### src/rtl/alarm_pkg.sv
// Shared types and constants for the alarm controller and its helpers.
package alarm_pkg;

    typedef enum logic [1:0] {
        StIdle   = 2'd0,
        StRing   = 2'd1,
        StSnooze = 2'd2
    } state_t;

    localparam logic [5:0] HourMax = 6'd23;
    localparam logic [5:0] MinMax  = 6'd59;

    localparam int unsigned CntWidth = 12;

endpackage

### src/rtl/sec_tick_det.sv
// Registers the incoming seconds value and flags each cycle where it has changed.
module sec_tick_det (
    input  logic       clk,
    input  logic       rst,
    input  logic [5:0] second,
    output logic       sec_tick
);

    logic [5:0] second_q;

    always_ff @(posedge clk or posedge rst) begin
        if (rst) begin
            second_q <= '0;
        end else begin
            second_q <= second;
        end
    end

    assign sec_tick = (second != second_q);

endmodule

### src/rtl/alarm_ctrl.sv
// Alarm controller: user-set alarm time plus ring/snooze state machine driving the buzzer.
module alarm_ctrl
    import alarm_pkg::*;
#(
    parameter int unsigned RING_SECS   = 60,
    parameter int unsigned SNOOZE_SECS = 300
) (
    input  logic       clk,
    input  logic       rst,
    input  logic [5:0] hour,
    input  logic [5:0] minute,
    input  logic [5:0] second,
    input  logic       arm,
    input  logic       set_en,
    input  logic       inc_hour,
    input  logic       inc_min,
    input  logic       snooze,
    input  logic       stop,
    output logic [5:0] alarm_hour,
    output logic [5:0] alarm_minute,
    output logic       ringing,
    output logic [1:0] state
);

    localparam logic [CntWidth-1:0] CntOne     = 1;
    localparam logic [CntWidth-1:0] RingLast   = CntWidth'(RING_SECS - 1);
    localparam logic [CntWidth-1:0] SnoozeLast = CntWidth'(SNOOZE_SECS - 1);

    logic                sec_tick;
    logic                match;
    state_t              state_q, state_d;
    logic [CntWidth-1:0] ring_cnt_q, ring_cnt_d;
    logic [CntWidth-1:0] snooze_cnt_q, snooze_cnt_d;
    logic [5:0]          alarm_hour_q, alarm_hour_d;
    logic [5:0]          alarm_minute_q, alarm_minute_d;
    logic                ringing_q;

    sec_tick_det u_sec_tick_det (
        .clk      (clk),
        .rst      (rst),
        .second   (second),
        .sec_tick (sec_tick)
    );

    assign match = sec_tick && (second == 6'd0) && (hour == alarm_hour_q) &&
                   (minute == alarm_minute_q) && arm && !set_en;

    always_comb begin
        alarm_hour_d   = alarm_hour_q;
        alarm_minute_d = alarm_minute_q;
        if (set_en) begin
            if (inc_hour) begin
                alarm_hour_d = (alarm_hour_q == HourMax) ? 6'd0 : alarm_hour_q + 6'd1;
            end
            if (inc_min) begin
                alarm_minute_d = (alarm_minute_q == MinMax) ? 6'd0 : alarm_minute_q + 6'd1;
            end
        end
    end

    always_comb begin
        state_d      = state_q;
        ring_cnt_d   = ring_cnt_q;
        snooze_cnt_d = snooze_cnt_q;
        unique case (state_q)
            StIdle: begin
                if (match) begin
                    state_d    = StRing;
                    ring_cnt_d = '0;
                end
            end
            StRing: begin
                if (sec_tick) begin
                    ring_cnt_d = ring_cnt_q + CntOne;
                end
                if (stop) begin
                    state_d = StIdle;
                end else if (snooze) begin
                    state_d      = StSnooze;
                    snooze_cnt_d = '0;
                end else if (sec_tick && (ring_cnt_q == RingLast)) begin
                    state_d = StIdle;
                end
            end
            StSnooze: begin
                if (sec_tick) begin
                    snooze_cnt_d = snooze_cnt_q + CntOne;
                end
                if (stop) begin
                    state_d = StIdle;
                end else if (sec_tick && (snooze_cnt_q == SnoozeLast)) begin
                    state_d    = StRing;
                    ring_cnt_d = '0;
                end
            end
            default: state_d = StIdle;
        endcase
        // Disarming overrides every other event, including the illegal-state recovery.
        if (!arm) begin
            state_d = StIdle;
        end
    end

    always_ff @(posedge clk or posedge rst) begin
        if (rst) begin
            state_q        <= StIdle;
            ring_cnt_q     <= '0;
            snooze_cnt_q   <= '0;
            alarm_hour_q   <= '0;
            alarm_minute_q <= '0;
            ringing_q      <= 1'b0;
        end else begin
            state_q        <= state_d;
            ring_cnt_q     <= ring_cnt_d;
            snooze_cnt_q   <= snooze_cnt_d;
            alarm_hour_q   <= alarm_hour_d;
            alarm_minute_q <= alarm_minute_d;
            ringing_q      <= (state_d == StRing);
        end
    end

    assign alarm_hour   = alarm_hour_q;
    assign alarm_minute = alarm_minute_q;
    assign ringing      = ringing_q;
    assign state        = state_q;

endmodule

### config.mk
export PLATFORM = sky130hd
export DESIGN_NAME = alarm_ctrl
export DESIGN_NICKNAME = d
export VERILOG_FILES = /design/src/rtl/alarm_pkg.sv /design/src/rtl/sec_tick_det.sv /design/src/rtl/alarm_ctrl.sv
export SDC_FILE = /design/constraint.sdc
export NUM_CORES = 1
export LEC_CHECK = 0
export ABC_AREA = 0
export ABC_CLOCK_PERIOD_IN_PS = 6900
export BUFFER_PORTS_ARGS = -buffer_cell sky130_fd_sc_hd__buf_4
export CORE_UTILIZATION = 25
export DETAILED_ROUTE_END_ITERATION = 10
export SYNTH_ARGS = -nofsm -noshare
export SYNTH_HDL_FRONTEND = slang
export SYNTH_SLANG_ARGS = --single-unit
### constraint.sdc
create_clock -name clk -period 6.9 [get_ports clk]
set_clock_uncertainty 0.2 [all_clocks]
set_input_delay 2.07 -clock clk [delete_from_list [all_inputs] [get_ports clk]]
set_output_delay 2.07 -clock clk [all_outputs]
set_load 0.01 [all_outputs]
==> Yosys cells after proc, flatten, opt, wreduce, memory -nomap -nowiden <==
Index checks and enable logic that the tools add are counted.
{ "op_classes": {"addsub": 4, "n_mul": 0, "div_mod_pow": 0, "magnitude_cmp": 0, "eq_ne": 17, "shift": 0, "mux": 19, "n_bitwise": 0, "reduce_logical": 16} }
{ "ops": {"columns": ["op", "count"], "rows": [
  ["12-bit two-way mux", 7],
  ["12-bit one-hot mux with 3 select lines", 1],
  ["12-bit by 1-bit adder with 12-bit output (second input constant)", 2],
  ["12-bit one-hot mux with 2 select lines", 1],
  ["2-bit two-way mux", 7],
  ["2-bit inequality test (second input constant)", 7],
  ["6-bit by 1-bit adder with 6-bit output (second input constant)", 2],
  ["12-bit by 6-bit == test with 1-bit output (second input constant)", 1],
  ["12-bit by 9-bit == test with 1-bit output (second input constant)", 1],
  ["6-bit == test", 2],
  ["6-bit two-way mux", 2],
  ["1-bit logical AND", 7],
  ["6-bit by 5-bit == test with 1-bit output (second input constant)", 1],
  ["6-bit == test (second input constant)", 1],
  ["6-bit logical NOT", 1],
  ["6-bit inequality test", 1],
  ["2-bit one-hot mux with 3 select lines", 1],
  ["5-bit AND reduction", 1],
  ["2-bit by 1-bit == test with 1-bit output (second input constant)", 2],
  ["2-bit AND reduction", 2],
  ["4-bit AND reduction", 1],
  ["3-bit nonzero test", 1],
  ["2-bit == test (second input constant)", 1],
  ["2-bit logical NOT", 1],
  ["2 further kinds", 2]
]} }
{ "totals": {"register_bits": 45, "latchBits": 0, "mem_bits_rw": 0, "mem_bits_ro": 0, "input_bits": 26, "output_inout_bits": 15, "word_cells": 63, "mem_count": 0} }

==> Depth between registers and ports, before layout <==
Gate-level depths: netlist (run 1).
{ "logic_depth": {"ltp_word": 10, "depth_mapped": 6, "ltp_nobuf": 6} }

==> By module <==
Synthesis (run 1) repeated with hierarchy kept, for this count alone.
{ "unflattened": {"hier_cells": 255, "area_unflattened_um2": 2416.1} }
{ "modules_own_cells": {"columns": ["mod", "instances", "cells_each", "area_per_inst_um2", "seq_area_each_um2"], "rows": [
  ["alarm_ctrl", 1, 240, 2198.4, 975.9],
  ["sec_tick_det", 1, 15, 217.7, 150.1]
]} }

==> Worst setup path before layout (run 1) <==
OpenSTA, ideal clock, no wires.
{ "synth_path": {"path_kind": "input to register", "start": "in second[0]", "end": "reg ring_cnt_q[6]", "setup_time_ns": 0.121, "t_arrival_ns": 3.492, "required_time_ns": 6.579, "path_slack_ns": 3.087, "stages": 5, "path_buffers": 0, "cell_sequence": "nor4_1 > nand4_1 > or4_1 > a21o_1 > a22o_1"} }
{ "synth_between": {"elab_chain_cells": 8, "elab_cells_between_ends": 12, "cone_classes": "eq/ne: 4; reduce/logical: 8"} }
{ "synth_rtl": {"columns": ["item", "line", "source"], "rows": [
  ["from (decl)", "alarm_ctrl.sv:12", "input logic [5:0] second,"],
  ["6-bit inequality test / 6-bit logical NOT (equally long branches)", "sec_tick_det.sv:19, alarm_ctrl.sv:45", null],
  ["1-bit logical AND (3 in a row)", "alarm_ctrl.sv:45", "assign match = sec_tick && (second == 6'd0) && (hour == alarm_hour_q) &&"],
  ["1-bit logical AND (2 in a row)", "alarm_ctrl.sv:46", "(minute == alarm_minute_q) && arm && !set_en;"],
  ["2-bit inequality test (no source line)", null, null],
  ["5-bit AND reduction (no source line) *", null, null],
  ["to (signal assigned)", "alarm_ctrl.sv:114", "ring_cnt_q <= ring_cnt_d;"],
  ["to (decl)", "alarm_ctrl.sv:32", "logic [CntWidth-1:0] ring_cnt_q, ring_cnt_d;"]
]} }
Every way passes the cells marked *; elsewhere a longest branch is shown, timed or not.
A chain may end at the register's enable or synchronous reset.

==> Worst setup path after layout (run 1) <==
{ "layout_path": {"start": "in second[0]", "end": "reg ring_cnt_q[7]"} }
Same word-level chain as after synthesis.

==> results of run 1 <==
cells in the final DEF (no fill, tap or decap), drive strengths merged, types with 2 or more instances in the layout:
cell type  Yosys  layout
inv            9       9
nor2b          3       3
o31a           2       2
o21ai         21      21
nor3b          2       2
nand2b         4       4
a22o           3       3
o211ai         8       8
a21oi          9       9
xnor2         20      20
ha             4       4
nor4           6       6
mux2           2       2
clkbuf         7       7
mux2i          2       2
nand4         13      13
nor2          10      10
o31ai          5       5
or4            8       8
buf            0      40
xor2           4       4
dfrtp         45      45
a21o           4       4
nor3           9       9
a31oi          3       3
nand3         25      25
nand2         23      23
and3           4       4
metal layers:
layer | share of wire (%) | global-route usage (%) | vias to the layer above
li1 | - | - | 1077
met1 | 50 | 17.3 | 1041
met5 | 0 | 0 | -
met3 | 5.2 | 2.53 | 5
met4 | 0.55 | 2.64 | 0
met2 | 45 | 19.8 | 58
through the flow:
step	util [%]	hold WS (ns)	std cells	area [sq um]	setup WS (ns)
2_1_floorplan	-	0.272	267	2490	3.09
3_3_place_gp	30.1	0.301	433	2930	2.55
3_5_place_dp	30.1	0.312	433	2930	2.53
4_1_cts	31.0	0.324	440	3020	2.85
5_1_grt	31.0	0.344	440	3020	2.65
6_report	31.0	0.316	440	3020	2.83
sequential cells by signal, indices dropped and copies added, names as in the netlist:
register and count:
alarm_hour 6, u_sec_tick_det.second_q 6, ringing 1, snooze_cnt_q 12
alarm_minute 6, ring_cnt_q 12, state 2
worst max-delay path: stages:
cell	delay, ns
sky130_fd_sc_hd__buf_4	0.12
sky130_fd_sc_hd__nor4_1	0.40
sky130_fd_sc_hd__nand4_1	0.22
sky130_fd_sc_hd__or4_1	0.69
sky130_fd_sc_hd__a21o_1	0.31
sky130_fd_sc_hd__a22o_1	0.25
cell families after synthesis:
logic type	after synthesis	synth area share [%]
xor+xnor	24	8.43
fa+ha+maj	4	2.01
compound gates	61	15.9
simple gates	113	24.3
buf+inv	16	2.41
flops	45	45.2
mux	4	1.71
cell type report:
cell class / count / area [sq um] / share of cell area (%)
timing repair buffer: 40 / 300 / 9.95
tap: 133 / 166 / 5.51
inverter: 9 / 33.8 / 1.12
clock buffer: 7 / 86.3 / 2.86
multi-input combinational: 206 / 1310 / 43.3
sequential: 45 / 1130 / 37.3
power by group:
part,switching (W),internal (W),total (W)
Clock,0.0000899,0.0000797,0.000170
Combinational,0.0000773,0.000100,0.000178
Sequential,0.0000549,0.000295,0.000350
Total,0.000222,0.000475,0.000697
final timing paths:
kind,startpoint,to,slack [ns],cells after the start
worst min register to register,snooze_cnt_q[2],snooze_cnt_q[2],0.32,1
max in group asynchronous,rst,ring_cnt_q[4],4.10,2
worst min-delay path,snooze_cnt_q[2],snooze_cnt_q[2],0.32,1
worst max register to register,state[1],ring_cnt_q[7],4.19,5
worst max-delay path,second[0],ring_cnt_q[7],2.83,6
min in group asynchronous,rst,alarm_hour[3],1.79,2
==> flow_summary.html, run 1 <==
<table>
<tr><th>Metric</th><th>Value</th></tr>
<tr><th colspan="2">Yosys</th></tr>
<tr><td>Synth Area per Inst</td><td>9.33 sq um</td></tr>
<tr><td>Post-synthesis register bit count</td><td>45</td></tr>
<tr><td>Proportion of register bits with asynchronous set or reset after synthesis</td><td>100%</td></tr>
<tr><td>Cell count after synthesis</td><td>267</td></tr>
<tr><td>Most used standard cell by instance count after synthesis</td><td>sky130_fd_sc_hd__dfrtp_1</td></tr>
<tr><td>Number of enable-type register cells in the synthesized netlist</td><td>0</td></tr>
<tr><td>Fraction of synthesized cell area taken by the top area cell type</td><td>45.2%</td></tr>
<tr><td>Sequential cell area fraction in the yosys report</td><td>45.2%</td></tr>
<tr><td>Number of synthesis warnings</td><td>0</td></tr>
<tr><td>Top post-synthesis cells by area</td><td>sky130_fd_sc_hd__dfrtp_1 (45%), sky130_fd_sc_hd__xnor2_1 (7.0%), sky130_fd_sc_hd__nand3_1 (5.0%)</td></tr>
<tr><td>Number of distinct library cell variants in the gate-level netlist after synthesis</td><td>39</td></tr>
<tr><td>Most instantiated flip-flop cell in the synthesis netlist</td><td>sky130_fd_sc_hd__dfrtp_1</td></tr>
<tr><td>Syn Std Cell Area</td><td>2490 sq um</td></tr>
<tr><td>Mapped Nets</td><td>297</td></tr>
<tr><td>Biggest area consumer among synthesized cells</td><td>sky130_fd_sc_hd__dfrtp_1</td></tr>
<tr><td>Leading post-synthesis cells by instance count</td><td>sky130_fd_sc_hd__dfrtp_1 (45), sky130_fd_sc_hd__nand3_1 (25), sky130_fd_sc_hd__nand2_1 (23)</td></tr>
<tr><th colspan="2">Critical path</th></tr>
<tr><td>Element type at the critical path end</td><td>flip-flop</td></tr>
<tr><td>Worst Setup Start Kind</td><td>input port</td></tr>
<tr><td>CP Data Required Time</td><td>6.89 ns</td></tr>
<tr><td>Critical path fanouts, max</td><td>5</td></tr>
<tr><td>Data arrival time of the worst path</td><td>4.06 ns</td></tr>
<tr><td>Kind of critical path</td><td>input port to flip-flop</td></tr>
<tr><th colspan="2">Final layout</th></tr>
<tr><td>Total Nets Final</td><td>337</td></tr>
<tr><td>Number of inserted filler cells in the final layout</td><td>1030</td></tr>
<tr><td>Share of cells above drive strength 1</td><td>16.6%</td></tr>
<tr><td>N_diodes</td><td>0</td></tr>
<tr><td>Area added between synthesis and finish</td><td>21.1%</td></tr>
<tr><th colspan="2">Pwr</th></tr>
<tr><td>Max VDD drop</td><td>0.000137 V</td></tr>
<tr><td>Static leakage power</td><td>1.23 nW</td></tr>
<tr><td>Total Power</td><td>0.000697 W</td></tr>
<tr><td>Cell area power density</td><td>231 nW/um^2</td></tr>
<tr><th colspan="2">Clocking</th></tr>
<tr><td>Root cell of the clock tree</td><td>sky130_fd_sc_hd__clkbuf_8</td></tr>
<tr><td>Deepest clock path buffer count</td><td>2</td></tr>
<tr><td>CTS tree</td><td>done</td></tr>
<tr><td>Post-CTS resize count</td><td>0</td></tr>
<tr><td>Total of hold buffers inserted after clock tree synthesis</td><td>0</td></tr>
<tr><td>Clock Pin Slew Worst Setup and Hold Paths</td><td>0.08 ns</td></tr>
<tr><td>Post-CTS Setup Bufs</td><td>0</td></tr>
<tr><td>Clk Latency, worst-skew pair</td><td>0.30 ns</td></tr>
<tr><td>TritonCTS buffer count</td><td>5</td></tr>
<tr><td>Clock Sink Count</td><td>45</td></tr>
<tr><td>Level count of the clock H-tree</td><td>2</td></tr>
<tr><th colspan="2">Global route</th></tr>
<tr><td>Pin count of the biggest net entering global routing</td><td>46</td></tr>
<tr><td>Vias in the first global route</td><td>2056</td></tr>
<tr><td>Combined global-route utilization of all metal layers</td><td>12.4%</td></tr>
<tr><td>Total overflow reported by the global router</td><td>0</td></tr>
<tr><td>Wire length of the first global-routing pass</td><td>10100 microns</td></tr>
<tr><td>Antenna violations before repair</td><td>0</td></tr>
<tr><th colspan="2">Drt</th></tr>
<tr><td>Violation count after the first detailed-routing iteration</td><td>116</td></tr>
<tr><td>Average via count per standard cell</td><td>4.96</td></tr>
<tr><td>Total DRC errors in the routed layout</td><td>0</td></tr>
<tr><td>Total number of vias</td><td>2181</td></tr>
<tr><td>Count of nets left with antenna violations after detail routing</td><td>0</td></tr>
<tr><td>Total wirelength of the detailed-routed design</td><td>6010 microns</td></tr>
<tr><td>WL per Instance</td><td>13.6 microns</td></tr>
<tr><td>First-pass iteration count of the detailed router</td><td>4</td></tr>
<tr><th colspan="2">Timing</th></tr>
<tr><td>Max-slew violations</td><td>0</td></tr>
<tr><td>Post-layout minimum cycle time</td><td>4.07 ns</td></tr>
<tr><td># setup viols final</td><td>0</td></tr>
<tr><td>Final hold violation count</td><td>0</td></tr>
<tr><td>Final worst-path cycle share</td><td>59.0%</td></tr>
<tr><td>RSZ-0062 raised after global routing</td><td>no</td></tr>
<tr><td>Setup TNS Final</td><td>0 ns</td></tr>
<tr><td>Relative max-transition margin</td><td>25.9%</td></tr>
<tr><td>Worst-margin pin slew</td><td>1.10 ns</td></tr>
<tr><td>Max Clock Freq</td><td>246 MHz</td></tr>
<tr><th colspan="2">Floorplanning</th></tr>
<tr><td>Effective utilization at floorplan</td><td>25.6%</td></tr>
<tr><td>Core region area</td><td>9730 sq um</td></tr>
<tr><td>Count of pins on the block boundary</td><td>41</td></tr>
<tr><td>Std cell rows</td><td>36</td></tr>
<tr><td>Die height</td><td>102 microns</td></tr>
<tr><td>Total die area</td><td>10400 sq um</td></tr>
<tr><td>Die extent in x</td><td>102 microns</td></tr>
<tr><th colspan="2">Flow run</th></tr>
<tr><td>MaxCap Viol Count</td><td>0</td></tr>
<tr><th colspan="2">Place</th></tr>
<tr><td>Number of buffer cells added on primary ports</td><td>40</td></tr>
<tr><td>Gpl congestion</td><td>0.856</td></tr>
<tr><td>Half-perimeter wire length after placement</td><td>4340 microns</td></tr>
<tr><th colspan="2">Hold path</th></tr>
<tr><td>Path class of the lowest-slack min-delay path</td><td>flip-flop to flip-flop</td></tr>
<tr><th colspan="2">Status</th></tr>
<tr><td>Outcome</td><td>finished, final reports clean</td></tr>
</table>
Note: power is estimated with default switching activity, not from simulation.
==> run 2: changes to the inputs <==
- ABC_CLOCK_PERIOD_IN_PS: 6900 -> 4000
- clock period: 6.9 -> 4 ns (I/O delays scaled with it)
==> run 2 against run 1 <==
Effect of this change:
- non-clock buffer count grew 3
- hold slack improved by 0.010 ns
- setup slack worse by 1.8 ns
- routed wire length rose by 3.2%
- combinational power rose by 75%
- clock-buffer cell count did not move
- flip-flop and latch count did not move
- first-iteration DRC count shrank 16%
==> flow_summary.html, run 2 (synthesized netlist as in run 1, its figures left out) <==
<table>
<tr><th>Metric</th><th>Value</th></tr>
<tr><th colspan="2">Status</th></tr>
<tr><td>Outcome</td><td>finished, final reports clean</td></tr>
<tr><th colspan="2">Final layout</th></tr>
<tr><td>Most frequent standard cell in the layout excluding fill and tap cells</td><td>sky130_fd_sc_hd__dfrtp_1</td></tr>
<tr><td>Leading registers by flop count</td><td>ring_cnt_q (12), snooze_cnt_q (12)</td></tr>
<tr><td>Area added between synthesis and finish</td><td>22.6%</td></tr>
<tr><td>Top library cells by usage in the layout, fill and taps aside</td><td>sky130_fd_sc_hd__dfrtp_1 (45), sky130_fd_sc_hd__buf_4 (43), sky130_fd_sc_hd__nand3_1 (25), sky130_fd_sc_hd__nand2_1 (23), sky130_fd_sc_hd__o21ai_0 (21)</td></tr>
<tr><td>Total Nets Final</td><td>340</td></tr>
<tr><td>Share of cells above drive strength 1</td><td>18.0%</td></tr>
<tr><td>N_diodes</td><td>0</td></tr>
<tr><th colspan="2">Clocking</th></tr>
<tr><td>TritonCTS buffer count</td><td>5</td></tr>
<tr><td>Clk Latency, worst-skew pair</td><td>0.30 ns</td></tr>
<tr><td>Root cell of the clock tree</td><td>sky130_fd_sc_hd__clkbuf_8</td></tr>
<tr><td>Clock Pin Slew Worst Setup and Hold Paths</td><td>0.09 ns</td></tr>
<tr><td>Deepest clock path buffer count</td><td>2</td></tr>
<tr><td>Level count of the clock H-tree</td><td>2</td></tr>
<tr><td>Post-CTS resize count</td><td>0</td></tr>
<tr><td>CTS tree</td><td>done</td></tr>
<tr><td>Post-CTS Setup Bufs</td><td>0</td></tr>
<tr><td>Total of hold buffers inserted after clock tree synthesis</td><td>0</td></tr>
<tr><td>Clock Sink Count</td><td>45</td></tr>
<tr><th colspan="2">Timing</th></tr>
<tr><td>Final hold violation count</td><td>0</td></tr>
<tr><td>Post-layout worst setup margin</td><td>1.08 ns</td></tr>
<tr><td>Max-slew violations</td><td>0</td></tr>
<tr><td>Relative max-transition margin</td><td>34.4%</td></tr>
<tr><td># setup viols final</td><td>0</td></tr>
<tr><td>RSZ-0062 raised after global routing</td><td>no</td></tr>
<tr><td>Post-layout minimum cycle time</td><td>2.92 ns</td></tr>
<tr><td>Max Clock Freq</td><td>342 MHz</td></tr>
<tr><td>Worst-margin pin slew</td><td>0.982 ns</td></tr>
<tr><td>Final worst-path cycle share</td><td>73.1%</td></tr>
<tr><td>Setup TNS Final</td><td>0 ns</td></tr>
<tr><th colspan="2">Global route</th></tr>
<tr><td>Combined global-route utilization of all metal layers</td><td>12.8%</td></tr>
<tr><td>Pin count of the biggest net entering global routing</td><td>46</td></tr>
<tr><td>Vias in the first global route</td><td>2174</td></tr>
<tr><td>Wire length of the first global-routing pass</td><td>10400 microns</td></tr>
<tr><td>Total overflow reported by the global router</td><td>0</td></tr>
<tr><td>Antenna violations before repair</td><td>0</td></tr>
<tr><th colspan="2">Drt</th></tr>
<tr><td>Total DRC errors in the routed layout</td><td>0</td></tr>
<tr><td>Total number of vias</td><td>2267</td></tr>
<tr><td>Average via count per standard cell</td><td>5.11</td></tr>
<tr><td>Violation count after the first detailed-routing iteration</td><td>98</td></tr>
<tr><td>First-pass iteration count of the detailed router</td><td>6</td></tr>
<tr><td>Count of nets left with antenna violations after detail routing</td><td>0</td></tr>
<tr><td>Total wirelength of the detailed-routed design</td><td>6200 microns</td></tr>
<tr><td>WL per Instance</td><td>14.0 microns</td></tr>
<tr><th colspan="2">Critical path</th></tr>
<tr><td>Worst path cell trace</td><td>buf_4 &gt; nor4_1 &gt; nand4_1 &gt; or4_1 &gt; a21o_1 &gt; a22o_1</td></tr>
<tr><td>Cell with the largest stage delay on the worst path</td><td>sky130_fd_sc_hd__or4_1</td></tr>
<tr><td>Largest stage delay, worst path</td><td>0.64 ns</td></tr>
<tr><td>CP Data Required Time</td><td>3.99 ns</td></tr>
<tr><td>Worst Setup Start Kind</td><td>input port</td></tr>
<tr><td>Kind of critical path</td><td>input port to flip-flop</td></tr>
<tr><td>Element type at the critical path end</td><td>flip-flop</td></tr>
<tr><td>Critical path fanouts, max</td><td>5</td></tr>
<tr><td>Data arrival time of the worst path</td><td>2.92 ns</td></tr>
<tr><th colspan="2">Place</th></tr>
<tr><td>Setup Slack @ Placement</td><td>0.739 ns</td></tr>
<tr><td>Number of buffer cells added on primary ports</td><td>40</td></tr>
<tr><td>Half-perimeter wire length after placement</td><td>4510 microns</td></tr>
<tr><td>Gpl congestion</td><td>0.797</td></tr>
<tr><th colspan="2">Pwr</th></tr>
<tr><td>Cell area power density</td><td>402 nW/um^2</td></tr>
<tr><td>Max VDD drop</td><td>0.000301 V</td></tr>
<tr><td>Static leakage power</td><td>1.26 nW</td></tr>
<tr><th colspan="2">Floorplanning</th></tr>
<tr><td>Count of pins on the block boundary</td><td>41</td></tr>
<tr><td>Effective utilization at floorplan</td><td>25.6%</td></tr>
<tr><td>Die height</td><td>102 microns</td></tr>
<tr><td>Total die area</td><td>10400 sq um</td></tr>
<tr><td>Core region area</td><td>9730 sq um</td></tr>
<tr><td>Die extent in x</td><td>102 microns</td></tr>
<tr><td>Std cell rows</td><td>36</td></tr>
<tr><th colspan="2">Hold path</th></tr>
<tr><td>Path class of the lowest-slack min-delay path</td><td>flip-flop to flip-flop</td></tr>
<tr><th colspan="2">Flow run</th></tr>
<tr><td>MaxCap Viol Count</td><td>0</td></tr>
</table>
[run 2: changes by cell type in the layout (fill, tap and decap cells not counted)]
cell,previous run,this run
sky130_fd_sc_hd__buf_4,40,43
sky130_fd_sc_hd__clkbuf_1,1,0
sky130_fd_sc_hd__clkinv_2,0,1
sky130_fd_sc_hd__clkbuf_8,6,7
[run 2: where the power goes]
part / leakage (nW) / switching, W / internal (W)
registers: 0.561 / 0.0000942 / 0.000508
logic: 0.644 / 0.000138 / 0.000173
clock network: 0.0542 / 0.000159 / 0.000156
total: 1.26 / 0.000391 / 0.000838
[run 2: area by class of cell]
type	count	area (sq um)
Clock buffer	7	96.3
Clock inverter	1	5.00
Fill cell	1046	6670
Inverter	9	33.8
Multi-Input combinational cell	206	1310
Sequential cell	45	1130
Tap cell	133	166
Timing Repair Buffer	43	323
[run 2: metal layers]
layer	global-route usage [%]	part of all wire [%]	vias up
met2	20.8	46	82
met5	0	0	-
met3	2.53	5.8	8
met1	17.4	47	1092
li1	-	-	1085
met4	3.52	1.3	0
[run 2: through the flow]
step	total power [W]	hold WS, ns	utilization, %	std cells	instance area, sq um
after floorplan	0.000769	0.272	-	267	2490
after global routing	0.00130	0.344	31.4	444	3060
after global placement	0.000921	0.300	30.4	436	2960
after detailed placement	0.000928	0.309	30.4	436	2960
final	0.00123	0.327	31.4	444	3060
after CTS	0.00124	0.322	31.4	444	3060
[run 2: worst max-delay path, delay by kind of cell]
kind                   cells  cell delay, ns
AO/OA/AOI/OAI              2            0.52
buffers and inverters      1            0.12
AND/OR/NAND/NOR            3            1.08
[run 2: path summary, 6_finish.rpt]
check | from | to | slack (ns) | depth (start not counted)
worst max register to register | snooze_cnt_q[6] | ring_cnt_q[7] | 1.45 | 5
worst max-delay path | second[0] | ring_cnt_q[7] | 1.08 | 6
max in group asynchronous | rst | state[0] | 2.06 | 2
worst min register to register | snooze_cnt_q[2] | snooze_cnt_q[2] | 0.33 | 1
worst min-delay path | snooze_cnt_q[2] | snooze_cnt_q[2] | 0.33 | 1
min in group asynchronous | rst | alarm_hour[5] | 0.93 | 2
==> run 3: changes to the inputs <==
- ABC_CLOCK_PERIOD_IN_PS: 4000 -> 2600
- clock period: 4 -> 2.6 ns (I/O delays scaled with it)
==> run 3 against run 2 <==
Effect of this change:
- die area unchanged
- power up 55%
- sequential power up 53%
- clock power up 51%
- first-iteration DRC count up 14%
- cell count up 4.3%
- largest power group unchanged
==> flow_summary.html, run 3 (synthesized netlist as in run 1, its figures left out) <==
<table>
<tr><th>Metric</th><th>Value</th></tr>
<tr><th colspan="2">Status</th></tr>
<tr><td>Outcome</td><td>finished, final reports clean</td></tr>
<tr><th colspan="2">Timing</th></tr>
<tr><td>Max Clock Freq</td><td>398 MHz</td></tr>
<tr><td># setup viols final</td><td>0</td></tr>
<tr><td>Post-layout minimum cycle time</td><td>2.51 ns</td></tr>
<tr><td>Worst-margin pin slew</td><td>0.602 ns</td></tr>
<tr><td>Max-slew violations</td><td>0</td></tr>
<tr><td>Smallest hold slack</td><td>0.302 ns</td></tr>
<tr><td>RSZ-0062 raised after global routing</td><td>no</td></tr>
<tr><td>Final hold violation count</td><td>0</td></tr>
<tr><td>Relative max-transition margin</td><td>59.5%</td></tr>
<tr><td>Final worst-path cycle share</td><td>96.7%</td></tr>
<tr><th colspan="2">Critical path</th></tr>
<tr><td>Worst flop-to-flop path startpoint</td><td>snooze_cnt_q[11]</td></tr>
<tr><td>Worst path cell trace</td><td>or4b_4 &gt; or4_4 &gt; o31a_1 &gt; a21o_1 &gt; a22o_1</td></tr>
<tr><td>CP Data Required Time</td><td>2.58 ns</td></tr>
<tr><td>Cell with the largest stage delay on the worst path</td><td>sky130_fd_sc_hd__or4b_4</td></tr>
<tr><td>Worst-case reg-to-reg path depth</td><td>5</td></tr>
<tr><td>Element type at the critical path end</td><td>flip-flop</td></tr>
<tr><td>Worst setup path startpoint</td><td>snooze_cnt_q[11]</td></tr>
<tr><td>Reg2reg end</td><td>ring_cnt_q[6]</td></tr>
<tr><td>Crit path capture</td><td>ring_cnt_q[6]</td></tr>
<tr><td>Largest stage delay, worst path</td><td>0.54 ns</td></tr>
<tr><td>Critical path fanouts, max</td><td>5</td></tr>
<tr><td>Kind of critical path</td><td>flip-flop to flip-flop</td></tr>
<tr><td>Worst Setup Start Kind</td><td>flip-flop</td></tr>
<tr><td>Data arrival time of the worst path</td><td>2.50 ns</td></tr>
<tr><td>Worst R2R Setup Slack</td><td>0.09 ns</td></tr>
<tr><th colspan="2">Final layout</th></tr>
<tr><td>Most frequent standard cell in the layout excluding fill and tap cells</td><td>sky130_fd_sc_hd__buf_4</td></tr>
<tr><td>Leading registers by flop count</td><td>ring_cnt_q (12), snooze_cnt_q (12)</td></tr>
<tr><td>Total Nets Final</td><td>359</td></tr>
<tr><td>Area added between synthesis and finish</td><td>29.4%</td></tr>
<tr><td>Top library cells by usage in the layout, fill and taps aside</td><td>sky130_fd_sc_hd__buf_4 (61), sky130_fd_sc_hd__dfrtp_1 (45), sky130_fd_sc_hd__nand3_1 (25), sky130_fd_sc_hd__nand2_1 (23), sky130_fd_sc_hd__o21ai_0 (21)</td></tr>
<tr><td>Share of cells above drive strength 1</td><td>23.6%</td></tr>
<tr><td>N_diodes</td><td>0</td></tr>
<tr><th colspan="2">Drt</th></tr>
<tr><td>WL per Instance</td><td>13.4 microns</td></tr>
<tr><td>Total number of vias</td><td>2293</td></tr>
<tr><td>Total DRC errors in the routed layout</td><td>0</td></tr>
<tr><td>First-pass iteration count of the detailed router</td><td>4</td></tr>
<tr><td>Total wirelength of the detailed-routed design</td><td>6200 microns</td></tr>
<tr><td>Count of nets left with antenna violations after detail routing</td><td>0</td></tr>
<tr><td>Average via count per standard cell</td><td>4.95</td></tr>
<tr><td>Violation count after the first detailed-routing iteration</td><td>112</td></tr>
<tr><th colspan="2">Clocking</th></tr>
<tr><td>Root cell of the clock tree</td><td>sky130_fd_sc_hd__clkbuf_8</td></tr>
<tr><td>Level count of the clock H-tree</td><td>2</td></tr>
<tr><td>Clock Sink Count</td><td>45</td></tr>
<tr><td>Total of hold buffers inserted after clock tree synthesis</td><td>0</td></tr>
<tr><td>CTS tree</td><td>done</td></tr>
<tr><td>Clock Pin Slew Worst Setup and Hold Paths</td><td>0.08 ns</td></tr>
<tr><td>Clk Latency, worst-skew pair</td><td>0.30 ns</td></tr>
<tr><td>Deepest clock path buffer count</td><td>2</td></tr>
<tr><td>TritonCTS buffer count</td><td>5</td></tr>
<tr><th colspan="2">Floorplanning</th></tr>
<tr><td>Die height</td><td>102 microns</td></tr>
<tr><td>Effective utilization at floorplan</td><td>25.6%</td></tr>
<tr><td>Die extent in x</td><td>102 microns</td></tr>
<tr><td>Core region area</td><td>9730 sq um</td></tr>
<tr><td>Std cell rows</td><td>36</td></tr>
<tr><td>Count of pins on the block boundary</td><td>41</td></tr>
<tr><td>Total die area</td><td>10400 sq um</td></tr>
<tr><th colspan="2">Pwr</th></tr>
<tr><td>Cell area power density</td><td>591 nW/um^2</td></tr>
<tr><td>Total Power</td><td>0.00191 W</td></tr>
<tr><td>Max VDD drop</td><td>0.000447 V</td></tr>
<tr><td>Static leakage power</td><td>1.36 nW</td></tr>
<tr><th colspan="2">Global route</th></tr>
<tr><td>Total overflow reported by the global router</td><td>0</td></tr>
<tr><td>Pin count of the biggest net entering global routing</td><td>26</td></tr>
<tr><td>Combined global-route utilization of all metal layers</td><td>12.7%</td></tr>
<tr><td>Vias in the first global route</td><td>2097</td></tr>
<tr><td>Wire length of the first global-routing pass</td><td>10300 microns</td></tr>
<tr><td>Antenna violations before repair</td><td>0</td></tr>
<tr><th colspan="2">Place</th></tr>
<tr><td>Half-perimeter wire length after placement</td><td>4720 microns</td></tr>
<tr><td>Number of buffer cells added on primary ports</td><td>40</td></tr>
<tr><td>Gpl congestion</td><td>0.810</td></tr>
<tr><th colspan="2">Flow run</th></tr>
<tr><td>MaxCap Viol Count</td><td>0</td></tr>
<tr><th colspan="2">Hold path</th></tr>
<tr><td>Path class of the lowest-slack min-delay path</td><td>input port to asynchronous set/reset pin</td></tr>
</table>
-- run 3: cell count changes in the layout (fill, tap and decap cells not counted) --
cell,before,now
sky130_fd_sc_hd__buf_4,43,61
sky130_fd_sc_hd__buf_12,0,1
sky130_fd_sc_hd__nor4_1,6,5
sky130_fd_sc_hd__nor4_2,0,1
sky130_fd_sc_hd__or4_1,8,7
sky130_fd_sc_hd__or4_4,0,1
sky130_fd_sc_hd__or4b_1,1,0
sky130_fd_sc_hd__or4b_4,0,1
-- run 3: repair_timing --
item	CTS	global route
resized for setup	0	3
buffers inserted	0	2
setup endpoints to repair	0	8
-- run 3: how the worst min path moves through the flow --
| stage | from | end | slack [ns] | cells after the start |
|---|---|---|---|---|
| after detailed placement | snooze_cnt_q[2] | snooze_cnt_q[2] | 0.31 | 1 |
| final | rst | alarm_hour[3] | 0.30 | 2 |
| after floorplan | snooze_cnt_q[2] | snooze_cnt_q[2] | 0.27 | 1 |
| after global routing | rst | alarm_hour[3] | 0.34 | 2 |
| after CTS | rst | alarm_hour[3] | 0.32 | 2 |
| after global placement | ring_cnt_q[0] | ring_cnt_q[0] | 0.30 | 1 |
-- run 3: per-layer routing --
metal  GRT usage [%]  vias up  wire (microns)
li1                -     1119               -
met1            16.6     1104            2850
met2            20.9       61            3000
met3            2.94        9             276
met4            4.18        0              75
met5               0        -               0
-- run 3: through the flow --
stage | cells | cell area (sq um) | setup TNS (ns) | util [%] | setup WS [ns]
after floorplan | 267 | 2490 | 0 | - | 0.0771
after global placement | 453 | 3100 | -1.97 | 31.8 | -0.224
after detailed placement | 453 | 3100 | -2.09 | 31.8 | -0.238
after CTS | 461 | 3200 | 0 | 32.9 | 0.0763
after global routing | 463 | 3230 | 0 | 33.2 | 0.0000220
final | 463 | 3230 | 0 | 33.2 | 0.0868
-- run 3: area by class of cell --
| class | count | area, sq um |
|---|---|---|
| Inverter | 9 | 33.8 |
| Clock inverter | 1 | 5.00 |
| Fill cell | 1048 | 6500 |
| Multi-Input combinational cell | 206 | 1320 |
| Sequential cell | 45 | 1130 |
| Tap cell | 133 | 166 |
| Clock buffer | 7 | 96.3 |
| Timing Repair Buffer | 62 | 478 |
-- run 3: critical path, delay by kind of cell, from the launching register on --
family	cells	cell delay, ns
and+or+nand+nor	2	0.98
AOI/OAI and AO/OA	3	0.84
DFF	1	0.39
-- run 3: where the power goes --
part,total (W),internal (W),switching [W]
Sequential,0.000923,0.000782,0.000141
Clock,0.000477,0.000240,0.000236
Combinational,0.000507,0.000292,0.000215
